$ cat src/rtl/gate_sweep_ctrl.sv
// Truth-table sweep controller for a 2-input gate under test.
// Drives each vector, samples the gate output and records mismatches.
module gate_sweep_ctrl #(
    parameter int unsigned SETTLE_CYCLES = 2,
    parameter logic [3:0]  EXPECT_TT     = 4'b1000
) (
    input  logic       clk,
    input  logic       rst_n,
    input  logic       start,
    input  logic       abort,
    input  logic       dut_y,
    output logic       dut_a,
    output logic       dut_b,
    output logic       busy,
    output logic       done,
    output logic       pass,
    output logic [2:0] err_count,
    output logic [3:0] fail_vec
);

    typedef enum logic [1:0] {IDLE, DRIVE, CHECK, DONE} state_t;

    localparam bit NO_SETTLE = (SETTLE_CYCLES == 0);
    localparam logic [3:0] LAST_CNT =
        NO_SETTLE ? 4'd0 : 4'(SETTLE_CYCLES - 1);

    state_t     r_state;
    state_t     w_next;
    state_t     w_first;
    logic [1:0] r_vec;
    logic [3:0] r_cnt;
    logic [2:0] r_err;
    logic [3:0] r_fail;
    logic       r_pass;
    logic       w_accept;
    logic       w_mism;
    logic [2:0] w_err_next;

    // With no settle time each vector lives in CHECK alone
    assign w_first    = NO_SETTLE ? CHECK : DRIVE;
    assign w_accept   = (r_state == IDLE) && start && !abort;
    assign w_mism     = (r_state == CHECK) && (dut_y != EXPECT_TT[r_vec]);
    assign w_err_next = r_err + {2'b00, w_mism};

    always_ff @(posedge clk or negedge rst_n) begin
        if (!rst_n) r_state <= IDLE;
        else        r_state <= w_next;
    end

    always_comb begin
        w_next = r_state;
        busy   = 1'b0;
        done   = 1'b0;
        dut_a  = 1'b0;
        dut_b  = 1'b0;
        unique case (r_state)
            IDLE: begin
                if (w_accept) w_next = w_first;
            end
            DRIVE: begin
                busy  = 1'b1;
                dut_a = r_vec[1];
                dut_b = r_vec[0];
                if (abort)                 w_next = IDLE;
                else if (r_cnt == LAST_CNT) w_next = CHECK;
            end
            CHECK: begin
                busy  = 1'b1;
                dut_a = r_vec[1];
                dut_b = r_vec[0];
                if (abort)               w_next = IDLE;
                else if (r_vec == 2'd3) w_next = DONE;
                else                    w_next = w_first;
            end
            DONE: begin
                done   = 1'b1;
                w_next = IDLE;
            end
        endcase
    end

    always_ff @(posedge clk or negedge rst_n) begin
        if (!rst_n) begin
            r_vec  <= 2'd0;
            r_cnt  <= 4'd0;
            r_err  <= 3'd0;
            r_fail <= 4'd0;
            r_pass <= 1'b0;
        end else begin
            r_cnt <= (r_state == DRIVE && w_next == DRIVE) ?
                     r_cnt + 4'd1 : 4'd0;
            if (w_accept) begin
                r_vec  <= 2'd0;
                r_err  <= 3'd0;
                r_fail <= 4'd0;
                r_pass <= 1'b0;
            end
            // A mismatch is recorded even if abort lands on the same edge
            if (w_mism) begin
                r_err         <= w_err_next;
                r_fail[r_vec] <= 1'b1;
            end
            if (r_state == CHECK && !abort) begin
                if (r_vec == 2'd3) r_pass <= (w_err_next == 3'd0);
                else               r_vec  <= r_vec + 2'd1;
            end
        end
    end

    assign pass      = r_pass;
    assign err_count = r_err;
    assign fail_vec  = r_fail;

endmodule

$ cat config.mk
export PLATFORM = sky130hd
export DESIGN_NAME = gate_sweep_ctrl
export DESIGN_NICKNAME = d
export VERILOG_FILES = /design/src/rtl/gate_sweep_ctrl.sv
export SDC_FILE = /design/constraint.sdc
export NUM_CORES = 1
export LEC_CHECK = 0
export CAP_MARGIN = 40
export CORE_MARGIN = 3
export CORE_UTILIZATION = 30
export DETAILED_ROUTE_END_ITERATION = 7
export PLACE_DENSITY = 0.51
export SLEW_MARGIN = 15
export SYNTH_ARGS = -nofsm -noshare
export SYNTH_HDL_FRONTEND = slang
export SYNTH_SLANG_ARGS = --single-unit
$ cat constraint.sdc
create_clock -name clk -period 4.03 [get_ports clk]
set_input_delay 1.209 -clock clk [delete_from_list [all_inputs] [get_ports clk]]
set_output_delay 1.209 -clock clk [all_outputs]
set_load 0.02 [all_outputs]
==> metrics.txt, run 1 <==
FF+latch count, synth=16; Setup CP Type=reg2out; switching power=0.236 mW; Layout area overhead=26.0%; initial core utilization=33.0%; Final Hold Viols=0; Comb pwr share=between 40 and 50%; RSZ-0062 raised after global routing=false; area post-placement=between 1000 and 1500 um2; Mapped Cells=89; Antenna Nets Post-Route=0; num rows=19; DR WL/cell=11.8 um; first-pass GRT wire length=between 3000 and 4000 um; CTS-repair resized insts=0; CP endpoint kind=output port; H-tree depth=1; drt drc=0; P_int=~0.37 mW; peak supply drop=between 0.2 and 0.25 mV; slowest cell on the critical path=clkdlybuf4s50_1; layout cells sized above 1=between 10% and 20%; TritonCTS clock tree=built; CP max stage delay=600 ps; post-synthesis xor/xnor area fraction=under 10%; Max Cap Violations=0; Clock Tree Root=clkbuf_4; clk slew on worst S/H paths=roughly 100 ps; post-synthesis compound-gate area fraction=10.1%; Yosys top cell area share=between 40% and 50%; power share of the clock group=approximately 18%; die height=62.5 um; total setup buffers inserted after CTS=0; worst clock skew=~4.0 ps; CP cell instances=inv_1, ha_1, and2_1, clkdlybuf4s50_1; Setup-failing EPs final=0; Place WS=between 1000 and 1500 ps; main area contributors after synthesis=dfrtp_1 (42%), ha_1 (17%), nand2_1 (4.3%); Synth Area in Simple Gates=19.9%; clock sinks=16; cts hold-fix bufs=0; Core ar.=between 2000 and 3000 um2; Placer Congestion=between 0.8 and 0.9; Max Slew Vio Count=0; switching share of total power=about two fifths; Final Hold Slack=511 ps; clk buf depth=2; Slew HR=about half; Least-Margin Pin Slew=between 700 and 800 ps; overall die width=62.5 um; Mean Syn Cell Area=10.7 um2; Tcrit/Tclk final=between 70% and 80%; clk_lat worst skew=between 200 and 300 ps; CP startpoint kind=flip-flop; Max Freq=approximately 330 MHz; sequential power share=36.4%; Final Util=41.5%; critical path required time=about 2800 ps; static leakage=about 0.56 nW; ANT cells=0; hpwl dp=between 1000 and 1500 um; number of CTS-inserted buffers=3; Syn Nets=between 100 and 150; vias in the first global route=around 730; cell taking the most area after synthesis=dfrtp_1; R2R cell count=9; largest net degree at the start of global routing=17; crit path DAT=1830 ps; TNS Setup=0 ps; Vias=between 700 and 800; Hold Path Stages=2; fin crit period=about 3000 ps; mux contribution to synthesized area=roughly 4.3%; DRT iter0 DRCs=24; I/O pin cnt=17; area share of fa/ha/maj cells after synthesis=17.0%; Buffers on Ports=16; PnR worst setup slack=approximately 990 ps; DR vias/cell=between 4 and 5; status=finished, final reports clean; total congestion overflow=0; Final Net Count=~130; Yosys warning count=0; sequential-to-total area share from yosys stat=between 40% and 50%; CP max FO=4; initial antenna violation count=0; PD cells=~500 nW/um2; full die area=just under 4000 um2; distinct cell type count after synthesis=25; GR Util All Layers=10.3%; Final Cell Area=roughly 1200 um2; Pre-antenna DRT Iters=4; fill count=a little under 300; largest family of logic cells by synthesized area=simple AND/OR/NAND/NOR gates; Synth Cell Area=956 um2; total wire length=1780 um; Worst Hold Class=reg2reg
-- logic make-up after synthesis --
| logic type | after synthesis |
|---|---|
| mux | 4 |
| buf+inv | 8 |
| xor+xnor | 4 |
| compound gates | 11 |
| simple gates | 33 |
| fa+ha+maj | 13 |
| flops | 16 |
-- state kept, by name, indices dropped and copies added, names as in the netlist --
| signal | flops |
|---|---|
| fail_vec | 4 |
| r_cnt | 4 |
| err_count | 3 |
| r_state | 2 |
| r_vec | 2 |
| pass | 1 |
-- cell usage in the layout, fill, tap and decap left out, types with 2 or more instances in the layout --
| cell type | count |
|---|---|
| a22o_1 | 3 |
| and2_1 | 3 |
| clkbuf_4 | 3 |
| clkdlybuf4s50_1 | 16 |
| dfrtp_1 | 16 |
| ha_1 | 13 |
| inv_1 | 7 |
| mux2i_1 | 3 |
| nand2_1 | 11 |
| nand2b_1 | 3 |
| nand3_1 | 4 |
| nand3b_1 | 2 |
| nor2_1 | 3 |
| nor3_2 | 4 |
| o21ai_0 | 3 |
| xnor2_1 | 2 |
| xor2_1 | 2 |
-- metal layers --
metal | wire length, um | track usage, % | vias up
met5 | 0 | 0 | -
met4 | 19 | 4.96 | 0
met3 | 79 | 3.24 | 2
met2 | 841 | 16.5 | 10
met1 | 843 | 12.4 | 349
li1 | - | - | 342
-- cell type report --
| class | instances | area (um2) | share of cell area (%) |
|---|---|---|---|
| Multi-Input combinational cell | 65 | 526 | 43.6 |
| Sequential cell | 16 | 400 | 33.2 |
| Timing Repair Buffer | 16 | 160 | 13.3 |
| Tap cell | 42 | 52.6 | 4.36 |
| Clock buffer | 4 | 36.3 | 3.01 |
| Inverter | 8 | 30.0 | 2.49 |
-- critical path, delay by kind of cell (launching register included) --
family	cells	cell delay, ps
flip-flops	1	410
adder cells (fa/ha/maj)	1	310
buffers and inverters	2	700
AND/OR/NAND/NOR	1	130
-- per-stage QoR --
stage,instances,power [mW]
after floorplan,89,0.414
after global placement,147,0.504
after detailed placement,147,0.502
after CTS,151,0.614
after global routing,151,0.654
final,151,0.604
-- synth_stat cells (all sizes together) --
cell type	number
a211oi	1
a21o	1
a21oi	1
a22o	3
a31oi	1
and2	3
dfrtp	16
ha	13
inv	8
mux2	1
mux2i	3
nand2	11
nand2b	3
nand3	4
nand3b	3
nor2	3
nor3	5
nor4b	1
o21ai	3
o32a	1
xnor2	2
xor2	2
-- worst paths after layout --
check                           slack (ps)            startpoint               endpoint
worst max register to register        1990    r_vec[0]$_DFF_PN0_         pass$_DFF_PN0_
min in group asynchronous             1340                 rst_n  fail_vec[2]$_DFF_PN0_
max in group asynchronous             2230                 rst_n     r_cnt[1]$_DFF_PN0_
worst min register to register         510        pass$_DFF_PN0_         pass$_DFF_PN0_
worst max-delay path                   990  r_state[0]$_DFF_PN0_                  dut_b
worst min-delay path                   510        pass$_DFF_PN0_         pass$_DFF_PN0_
-- power by group through the flow --
stage	sequential (mW)	combinational (mW)	clock, mW
floorplan	0.226	0.188	0
CTS	0.220	0.281	0.113
global placement	0.223	0.281	0
detailed placement	0.224	0.279	0
global route	0.224	0.309	0.120
finish	0.219	0.274	0.110
No activity file was read; power rests on OpenSTA's default activity.
==> run 2, diff against run 1 <==
- clock period: 4.03 -> 2.8 ns (I/O delays scaled with it)
==> metrics.txt, run 2 (synthesis gave the netlist of run 1 again) <==
status=finished, final reports clean; RSZ-0062 raised after global routing=false; TritonCTS clock tree=built; Layout area overhead=24.6%; worst reg2reg endpoint=pass$_DFF_PN0_; Final Net Count=128; hpwl dp=1380 um; Core ar.=2900 um2; CP endpoint=dut_a; Least-Margin Pin Slew=714 ps; Buffers on Ports=16; Placer Congestion=around 0.79; Setup-failing EPs final=0; largest net degree at the start of global routing=17; CP startpoint kind=flip-flop; peak supply drop=approximately 0.43 mV; Max Slew Vio Count=0; Max Freq=approximately 380 MHz; first-pass GRT wire length=around 3000 um; R2R cell count=9; die height=between 60 and 70 um; CTS-repair resized insts=0; Antenna Nets Post-Route=0; clk slew on worst S/H paths=about 90 ps; ANT cells=0; total wire length=approximately 1800 um; number of CTS-inserted buffers=3; Final Util=between 40% and 50%; Pre-antenna DRT Iters=4; PnR worst setup slack=roughly 140 ps; Worst Hold Class=reg2reg; H-tree depth=1; vias in the first global route=between 600 and 700; GR Util All Layers=under 10%; Place WS=222 ps; fill count=about 280; RR Startpoint=r_vec[0]$_DFF_PN0_; clk_lat worst skew=around 280 ps; worst reg-to-reg setup slack=~760 ps; Hold Path Stages=2; Slew HR=between 50% and 60%; initial antenna violation count=0; Tcrit/Tclk final=a little over nine tenths; overall die width=between 60 and 70 um; gr busiest metal=met2; crit path DAT=1820 ps; Max Cap Violations=0; crit path from=r_state[0]$_DFF_PN0_; static leakage=~0.56 nW; DRT iter0 DRCs=29; initial core utilization=between 30% and 40%; GR Util met2=14.4%; clock sinks=16; DR vias/cell=4.61; Vias=691; M1 GR Usage=between 10% and 20%; CP endpoint kind=output port; total setup buffers inserted after CTS=0; Clock Tree Root=clkbuf_4; total congestion overflow=0; I/O pin cnt=17; TNS Setup=0 ps; worst clock skew=2.54 ps; clk buf depth=2; num rows=19; layout cells sized above 1=10.2%; drt drc=0; full die area=between 3000 and 4000 um2; Final Hold Viols=0; PD cells=about 700 nW/um2; CP max FO=4; cts hold-fix bufs=0; GR Util met3=about 4.3%; most frequent cells in the layout=dfrtp_1 (16), clkdlybuf4s50_1 (16), ha_1 (13); DR WL/cell=between 10 and 15 um; Setup CP Type=reg2out; critical path required time=roughly 2000 ps; fin crit period=2660 ps
-- run 2: changes by cell type in the layout (fill, tap and decap cells not counted), sizes merged --
cell	previous run	this run
clkbuf	4	3
-- run 2: layer usage --
metal | share of wire, % | vias to the layer above
met4 | 1.1 | 0
met1 | 48 | 331
met5 | 0 | -
li1 | - | 342
met2 | 45 | 16
met3 | 5.9 | 2
-- run 2: worst min path at each step --
| stage | start | endpoint | slack [ps] |
|---|---|---|---|
| 2_1_floorplan | r_cnt[0]$_DFF_PN0_ | r_cnt[0]$_DFF_PN0_ | 470 |
| 3_3_place_gp | fail_vec[3]$_DFF_PN0_ | fail_vec[3]$_DFF_PN0_ | 490 |
| 3_5_place_dp | fail_vec[2]$_DFF_PN0_ | fail_vec[2]$_DFF_PN0_ | 490 |
| 4_1_cts | fail_vec[2]$_DFF_PN0_ | fail_vec[2]$_DFF_PN0_ | 520 |
| 5_1_grt | err_count[2]$_DFFE_PN0P_ | err_count[2]$_DFFE_PN0P_ | 530 |
| 6_report | pass$_DFF_PN0_ | pass$_DFF_PN0_ | 500 |
-- run 2: layout make-up --
cell class,instances,area (um2),area share (%)
Timing Repair Buffer,16,160,13.4
Sequential cell,16,400,33.6
Inverter,8,30.0,2.52
Clock buffer,3,22.5,1.89
Tap cell,42,52.6,4.41
Multi-Input combinational cell,65,526,44.1
-- run 2: metrics by stage --
stage | std cells | total power [mW] | hold slack, ps | area, um2
2_1_floorplan | 89 | 0.596 | 473 | 956
3_3_place_gp | 147 | 0.725 | 491 | 1170
3_5_place_dp | 147 | 0.725 | 494 | 1170
4_1_cts | 150 | 0.850 | 516 | 1190
5_1_grt | 150 | 0.906 | 526 | 1190
6_report | 150 | 0.836 | 505 | 1190
-- run 2: critical path, stage by stage, from the launching register on --
cell,delay (ps)
dfrtp_1,400
inv_1,90
ha_1,310
and2_1,130
clkdlybuf4s50_1,600
-- run 2: power by group --
group          leakage, nW  switching [mW]  internal (mW)  total, mW
combinational        0.323           0.222          0.177      0.399
clock               0.0138          0.0707         0.0500      0.121
sequential           0.219          0.0429          0.273      0.316
total                0.555           0.336          0.500      0.836
